<file path="src/rtl/polyphase_serializer.sv">
// Parallel-to-serial converter: one CPS-lane word in, one DW-bit sample per clock out, lane 0 first.
// Optional `OUT_LAST_EN adds an out_last flag marking the final lane of each word.
module polyphase_serializer #(
  parameter int unsigned CPS = 4,
  parameter int unsigned DW  = 16,
  localparam int unsigned LW = $clog2(CPS)
) (
  input  logic              clk,
  input  logic              rst,
  input  logic              in_valid,
  output logic              in_ready,
  input  logic [CPS*DW-1:0] in_data,
  output logic              out_valid,
  input  logic              out_ready,
  output logic [DW-1:0]     out_data,
  output logic [LW-1:0]     out_lane
`ifdef OUT_LAST_EN
  ,
  output logic              out_last
`endif
);

  typedef enum logic [1:0] {
    CNT_EMPTY = 2'd0,
    CNT_ONE   = 2'd1,
    CNT_TWO   = 2'd2
  } cnt_e;

  localparam logic [LW-1:0] LAST_LANE = LW'(CPS - 1);

  cnt_e              cnt_q, cnt_d;
  logic [LW-1:0]     lane_q, lane_d;
  logic [CPS*DW-1:0] act_q, act_d;
  logic [CPS*DW-1:0] pend_q, pend_d;
  logic              accept, xfer, retire;

  always_comb begin
    in_ready  = (cnt_q != CNT_TWO);
    out_valid = (cnt_q != CNT_EMPTY);
    out_data  = act_q[32'(lane_q) * DW +: DW];
    out_lane  = lane_q;
  end

`ifdef OUT_LAST_EN
  always_comb out_last = out_valid && (lane_q == LAST_LANE);
`endif

  always_comb begin
    accept = in_valid && in_ready;
    xfer   = out_valid && out_ready;
    retire = xfer && (lane_q == LAST_LANE);

    cnt_d  = cnt_q;
    lane_d = lane_q;
    act_d  = act_q;
    pend_d = pend_q;

    if (xfer) lane_d = retire ? '0 : lane_q + LW'(1);

    // Accept and retire on the same edge load the new word straight into act,
    // so the next cycle already shows its lane 0 with no bubble.
    case (cnt_q)
      CNT_EMPTY: begin
        if (accept) begin
          act_d = in_data;
          cnt_d = CNT_ONE;
        end
      end
      CNT_ONE: begin
        if (accept && retire) begin
          act_d = in_data;
        end else if (accept) begin
          pend_d = in_data;
          cnt_d  = CNT_TWO;
        end else if (retire) begin
          act_d = pend_q;
          cnt_d = CNT_EMPTY;
        end
      end
      CNT_TWO: begin
        if (retire) begin
          act_d = pend_q;
          cnt_d = CNT_ONE;
        end
      end
      default: cnt_d = CNT_EMPTY;
    endcase
  end

  always_ff @(posedge clk or posedge rst) begin
    if (rst) begin
      cnt_q  <= CNT_EMPTY;
      lane_q <= '0;
      act_q  <= '0;
      pend_q <= '0;
    end else begin
      cnt_q  <= cnt_d;
      lane_q <= lane_d;
      act_q  <= act_d;
      pend_q <= pend_d;
    end
  end

endmodule

</file>
<file path="config.mk">
export PLATFORM = sky130hd
export DESIGN_NAME = polyphase_serializer
export DESIGN_NICKNAME = d
export VERILOG_FILES = /design/src/rtl/polyphase_serializer.sv
export SDC_FILE = /design/constraint.sdc
export NUM_CORES = 1
export LEC_CHECK = 0
export ABC_AREA = 1
export CAP_MARGIN = 20
export CORE_ASPECT_RATIO = 1.5
export CORE_MARGIN = 2
export CORE_UTILIZATION = 49
export DETAILED_ROUTE_END_ITERATION = 10
export GPL_TIMING_DRIVEN = 1
export HOLD_SLACK_MARGIN = 0.05
export PLACE_DENSITY_LB_ADDON = 0.05
export SYNTH_ARGS = -nofsm -noshare
export SYNTH_HDL_FRONTEND = slang
export SYNTH_SLANG_ARGS = --single-unit
</file>
<file path="constraint.sdc">
create_clock -name clk -period 12.1 [get_ports clk]
set_input_delay 3.63 -clock clk [delete_from_list [all_inputs] [get_ports clk]]
set_output_delay 3.63 -clock clk [all_outputs]
set_load 0.05 [all_outputs]
</file>
# Word level (Yosys, flattened, before mapping)
# Cells that the tools add are included.
[op_classes] shift=1 eq_ne=9 addsub=1 n_reduce_logical=10 n_bitwise=1 mux=12
[op_table] cell="$mux W64" n=4
[op_table] cell="$pmux W64 S3" n=1
[op_table] cell="$shiftx A64 B7 Y16" n=1
[op_table] cell="$mux W2" n=6
[op_table] cell="$ne A2 B2 Y1 const B" n=4
[op_table] cell="$ne A3 B3 Y1 const B" n=2
[op_table] cell="$pmux W2 S3" n=1
[op_table] cell="$reduce_and A3 Y1" n=2
[op_table] cell="$eq A2 B2 Y1 const B" n=2
[op_table] cell="$logic_and A1 B1 Y1" n=4
[op_table] cell="$reduce_and A4 Y1" n=1
[op_table] cell="$reduce_bool A3 Y1" n=1
[op_table] cell="$add A2 B1 Y2 const B" n=1
[op_table] cell="$eq A2 B1 Y1 const B" n=1
[op_table] cell="$logic_not A2 Y1" n=1
[op_table] cell="$reduce_bool A2 Y1" n=1
[op_table] cell="$not A1 Y1" n=1
[totals] word_cells=38 regBits=132 out_inout_bits=20 in_bits=68

# Depth between registers and ports, before layout
# Gate-level depths: netlist (run 1).
[logic_depth] ltp_word=7 mapped_depth=12

# Worst setup path before layout (run 1)
# OpenSTA, ideal clock, no wires.
[synth_timing] kind="reg-to-output" startpoint="register lane_q[0] (netlist: out_lane[0])" endpoint="output out_data[10]" n_path_buf=2 path_slack_ps=6151 t_arrival_ps=2319 stages_incl_launch_ff=5 required_ps=8470 path_cell_list="dfrtp_1 buf_2 clkbuf_1 nor2_1 o21ai_0"
[synth_via] elab_chain_len=1
[synth_lines] item="start, declared" line="32" text="logic [LW-1:0] lane_q, lane_d;"
[synth_lines] item="start signal, assigned" line="98" text="lane_q <= lane_d;"
[synth_lines] item="$shiftx A64 B7 Y16" line="40" text="out_data = act_q[32'(lane_q) * DW +: DW];"
[synth_lines] item="end, declared" line="15" text="output logic [DW-1:0] out_data,"
# Every way passes these cells.

# Worst setup path after layout (run 1)
[layout_timing] startpoint="register lane_q[1] (netlist: out_lane[1])" endpoint="output out_data[14]"
# Same word-level chain as after synthesis.

==> results.json, run 1 <==
{
  "grt_pass1_vias": 6850,
  "crit_fanout": 23,
  "fin_ws_ns": 5.52,
  "syn_avg_cell_area_sq_um": 6.91,
  "multi_input_area_sq_um": 3700,
  "drc": 0,
  "clkTransAtPathRegs_ns": 0.06,
  "seqCellArea_sq_um": 3300,
  "crit_chain": "inv_1 > o21ai_0 > o21ai_0 > clkdlybuf4s50_1",
  "setup_viol": 0,
  "antenna_found_initial": 0,
  "grt_max_degree": 104,
  "wl_per_cell_microns": 17.1,
  "worstMarginPinSlew_ns": 0.951,
  "io_buffers": 87,
  "ys_ff_latch": 132,
  "p_switching_w": 0.00156,
  "fin_crit_sh_pct": 54.4,
  "layout_min_cycle_time_ns": 6.58,
  "grt_use_total_pct": 28.9,
  "required_ns": 8.47,
  "die_area_sq_um": 16800,
  "max_freq_mhz": 152,
  "wirelength_microns": 23400,
  "cp.arrival_ns": 2.95,
  "vias": 7369,
  "timing.setup.tns_ns": 0,
  "seq_area_frac_synth_pct": 42.9,
  "cts_resized": 0,
  "slew_violations": 0,
  "power.share.clock_pct": 16.7,
  "initial_utilization_pct": 49.7,
  "area_growth_pct": 18.8,
  "viasPerCell": 5.40,
  "relSlewSlack_pct": 36.6,
  "clkSinkCount": 132,
  "placed_cell_area_sq_um": 8530,
  "num_antenna_cells": 0,
  "leakage_nw": 4.79,
  "final.setup_skew_ns": 0.00761,
  "drive_gt1_share_pct": 8.86,
  "grt_pass1_wl_microns": 37300,
  "ant_nets": 0,
  "cap_violations": 0,
  "cts_tree": "yes",
  "root_buffer": "clkbuf_16",
  "num_rows": 56,
  "vdd_drop_max_v": 0.000200,
  "dieWidth_microns": 106,
  "pre_cts_slack_ns": 5.64,
  "clock_path_buffers": 2,
  "crit_type": "reg2out",
  "timing.critical_path.mode_cell": "o21ai_0",
  "clock_latency_ns": 0.42,
  "place_congestion": 0.839,
  "drt-initial-drc-count": 666,
  "status": "finished, final reports clean",
  "ys.warnings.count": 0,
  "yosysUniqueCellTypes": 20,
  "slowest_stage": "clkdlybuf4s50_1",
  "n_fill_cell": 1499,
  "rsz0062_at_grt": "no",
  "coreArea_sq_um": 15500,
  "worstSetupStartpointType": "flip-flop",
  "first_pass_iters": 5,
  "hold_buffers": 0,
  "powerDensity_nw_per_um2": 344,
  "power_frac_comb_pct": 56.4,
  "grt.overflow.total": 0,
  "synth_nets": 1187,
  "finalNetCount": 1222,
  "syn_area_sq_um": 7700,
  "power.share.switching_pct": 49.7,
  "die_h_microns": 158,
  "post-dp-hpwl_microns": 13500,
  "cts_setup_buffers": 0,
  "cpPeakStageDelay_ns": 0.85,
  "cp-end-kind": "output pin",
  "seq_power_share_pct": 26.9,
  "numCtsBuffers": 17,
  "htree_levels": 4,
  "synth_cells": 1114,
  "finalPower_w": 0.00314,
  "finalHoldViolCount": 0,
  "stdcell_area_sq_um": 9150,
  "hold_path.class": "reg2reg",
  "power.internal_w": 0.00158,
  "io_pins": 88
}
==> synthesized netlist by cell type, drive strengths merged <==
cell | instances | area (sq um)
nand2 | 464 | 1740
dfrtp | 132 | 3300
nand3 | 131 | 661
inv | 82 | 308
nand4 | 64 | 400
buf | 59 | 313
or2 | 58 | 363
o21ai | 41 | 205
nor2 | 35 | 146
clkbuf | 25 | 93.8
o22ai | 10 | 62.6
a21oi | 8 | 40.0
ha | 5 | 62.6
==> power by group through the flow <==
stage,combinational [W],clock [W],sequential (W)
after detailed placement,0.00176,0,0.000848
final,0.00177,0.000524,0.000847
after floorplan,0.00134,0,0.000786
after global placement,0.00173,0,0.000847
after global routing,0.00198,0.000549,0.000869
after CTS,0.00176,0.000531,0.000844
==> critical path: cells and delay by family (launching register included) <==
kind                   cells  cell delay (ns)
buffers and inverters      2             1.48
DFF                        1             0.52
AOI/OAI and AO/OA          2             0.52
==> worst paths after layout <==
check                             from      endpoint  slack (ns)  cells after the start
setup / recovery           out_lane[1]  out_data[14]        5.52                      4
hold reg to reg              pend_q[2]     pend_q[2]        0.47                      2
hold / removal               pend_q[2]     pend_q[2]        0.47                      2
setup reg to reg              cnt_q[0]    pend_q[31]        8.65                     12
min in group asynchronous          rst      cnt_q[0]        3.72                      2
max in group asynchronous          rst     act_q[12]        6.95                      3
==> logic make-up after synthesis <==
logic type / synth area share (%)
simple gates: 43.0
buf+inv: 9.28
flops: 42.9
compound gates: 4.00
fa+ha+maj: 0.812
==> layer usage <==
metal,up-vias,GRT usage (%),wire length (microns)
li1,3612,-,-
met1,3451,38.0,9930
met2,274,48.7,11600
met3,32,5.01,1420
met4,0,8.71,466
met5,-,0,0
==> state kept, by name (all words and copies together), names as in the netlist <==
signal / count
act_q: 64
pend_q: 64
cnt_q: 2
out_lane: 2
==> area by class of cell <==
class                           count  share of cell area, %
Clock buffer                       22                   5.07
Tap cell                          203                   2.78
Timing Repair Buffer              100                   10.8
Multi-Input combinational cell    816                   40.5
Inverter                           82                   3.39
Sequential cell                   132                   36.1
Clock inverter                     10                   1.42
==> placed cells by master (no fill, tap or decap), types with 3 or more instances in the layout <==
master	count
or2_0	10
ha_1	3
nand3_1	130
o21ai_0	41
buf_4	12
clkbuf_16	17
bufinv_16	3
inv_2	4
dfrtp_1	132
clkbuf_1	3
nand4_1	64
nor2_1	33
inv_1	77
o22ai_1	10
clkdlybuf4s50_1	86
nand2_1	462
clkinv_2	5
a21oi_1	8
or2_2	48
==> through the flow <==
step / cells / hold slack [ns] / util, %
final: 1365 / 0.469 / 59.1
after global placement: 1332 / 0.455 / 55.1
after global routing: 1365 / 0.484 / 59.1
after detailed placement: 1332 / 0.458 / 55.1
after CTS: 1364 / 0.473 / 58.9
after floorplan: 1114 / 0.442 / -
Note: power is estimated with default switching activity, not from simulation.
==> run 2: changes to the inputs <==
==> constraint.sdc (replaced) <==
create_clock -name clk -period 6.8 [get_ports clk]
set_input_delay 2.04 -clock clk [delete_from_list [all_inputs] [get_ports clk]]
set_output_delay 2.04 -clock clk [all_outputs]
set_load 0.05 [all_outputs]
==> run 2 against run 1 <==
Sequential share of layout area barely moved. Critical path depth unchanged. Critical path type unchanged. Sequential cell count did not move. Clock-buffer cell count down 3. Power increased by 79%. Global-route usage up 1.2 points. Largest cell class unchanged. Critical endpoint is now out_data[4]. Highest routed layer unchanged.
==> results.json, run 2 (synthesized netlist as in run 1, its figures left out) <==
{
  "crit_chain": "inv_1 > o21ai_0 > o22ai_1 > clkdlybuf4s50_1",
  "final.setup_skew_ns": 0.00775,
  "num_antenna_cells": 0,
  "cap_violations": 0,
  "area_growth_pct": 18.9,
  "setup_viol": 0,
  "final_cell_mix": "nand2_1 (462), dfrtp_1 (132), nand3_1 (130)",
  "coreArea_sq_um": 15500,
  "layout_commonest_cell": "nand2_1",
  "clock_path_buffers": 2,
  "rsz0062_at_grt": "no",
  "wl_per_cell_microns": 17.5,
  "clock_latency_ns": 0.43,
  "layout_min_cycle_time_ns": 4.99,
  "cp.arrival_ns": 2.95,
  "viasPerCell": 5.50,
  "slew_violations": 0,
  "cpPeakStageDelay_ns": 0.85,
  "die_area_sq_um": 16800,
  "root_buffer": "clkbuf_16",
  "vdd_drop_max_v": 0.000431,
  "hold_buffers": 0,
  "drc": 0,
  "cts_setup_buffers": 0,
  "post-dp-hpwl_microns": 13600,
  "first_pass_iters": 5,
  "timing.setup.tns_ns": 0,
  "clkSinkCount": 132,
  "relSlewSlack_pct": 37.6,
  "fin_crit_sh_pct": 73.4,
  "dieWidth_microns": 106,
  "finalPower_w": 0.00562,
  "required_ns": 4.76,
  "powerDensity_nw_per_um2": 614,
  "wirelength_microns": 23900,
  "cts_tree": "yes",
  "leakage_nw": 4.77,
  "initial_utilization_pct": 49.7,
  "grt.overflow.total": 0,
  "hold_path.class": "reg2reg",
  "clkTransAtPathRegs_ns": 0.06,
  "grt_max_degree": 68,
  "reg.largest.list": "act_q x64, pend_q x64",
  "worstSetupStartpointType": "flip-flop",
  "status": "finished, final reports clean",
  "io_pins": 88,
  "grt_pass1_vias": 7266,
  "numCtsBuffers": 17,
  "cts_resized": 0,
  "place_congestion": 0.868,
  "grt_use_total_pct": 30.1,
  "ant_nets": 0,
  "htree_levels": 4,
  "max_freq_mhz": 200,
  "cp-end-kind": "output pin",
  "drt-initial-drc-count": 598,
  "die_h_microns": 158,
  "crit_fanout": 23,
  "worstMarginPinSlew_ns": 0.933,
  "grt_pass1_wl_microns": 38800,
  "slowest_stage": "clkdlybuf4s50_1",
  "crit_type": "reg2out",
  "num_rows": 56,
  "finalHoldViolCount": 0,
  "drive_gt1_share_pct": 9.04,
  "vias": 7503,
  "antenna_found_initial": 0,
  "finalNetCount": 1221,
  "io_buffers": 87
}
run 2: cell count changes in the layout (fill, tap and decap cells not counted), sizes merged:
cell and change:
buf -1, bufinv -1, clkbuf -3, clkinvlp +4
run 2: area by class of cell:
class,instances,area (sq um)
Tap cell,203,254
Fill cell,1494,6320
Clock inverter,13,134
Timing Repair Buffer,99,988
Multi-Input combinational cell,816,3720
Inverter,82,310
Sequential cell,132,3300
Clock buffer,19,453
run 2: path summary, 6_finish.rpt:
path                              from          end  slack, ns  depth (start not counted)
max                        out_lane[1]  out_data[4]       1.81                          4
min                          pend_q[7]    pend_q[7]       0.47                          2
max reg2reg                out_lane[0]   pend_q[24]       3.13                         10
min reg2reg                  pend_q[7]    pend_q[7]       0.47                          2
max in group asynchronous          rst  out_lane[0]       3.65                          3
min in group asynchronous          rst   pend_q[59]       2.13                          2
run 2: report_power, final:
part	total [W]	switching, W	internal, W
clock network	0.000912	0.000357	0.000556
logic	0.00321	0.00216	0.00105
registers	0.00150	0.000305	0.00120
run 2: per-layer routing:
layer  wire length, microns  vias to the layer above  part of all wire, %  global-route usage, %
li1                       -                     3613                    -                      -
met4                    694                        0                  2.9                   11.7
met3                   1610                       44                  6.7                   5.34
met2                  11500                      284                   48                   49.8
met1                  10100                     3562                   42                   39.2
met5                      0                        -                    0                      0
run 2: per-stage QoR:
stage	util [%]	setup WS, ns	hold slack, ns	std cells	area [sq um]
final	59.2	1.81	0.472	1364	9160
after global routing	59.2	1.60	0.491	1364	9160
after CTS	59.0	1.67	0.472	1363	9130
after detailed placement	55.2	2.04	0.458	1331	8550
after global placement	55.2	2.10	0.454	1331	8550
after floorplan	-	1.23	0.442	1114	7700
run 2: critical path, delay by kind of cell, from the launching register on:
| kind | cells | cell delay (ns) |
|---|---|---|
| compound gates | 2 | 0.52 |
| buf+inv | 2 | 1.48 |
| flops | 1 | 0.52 |
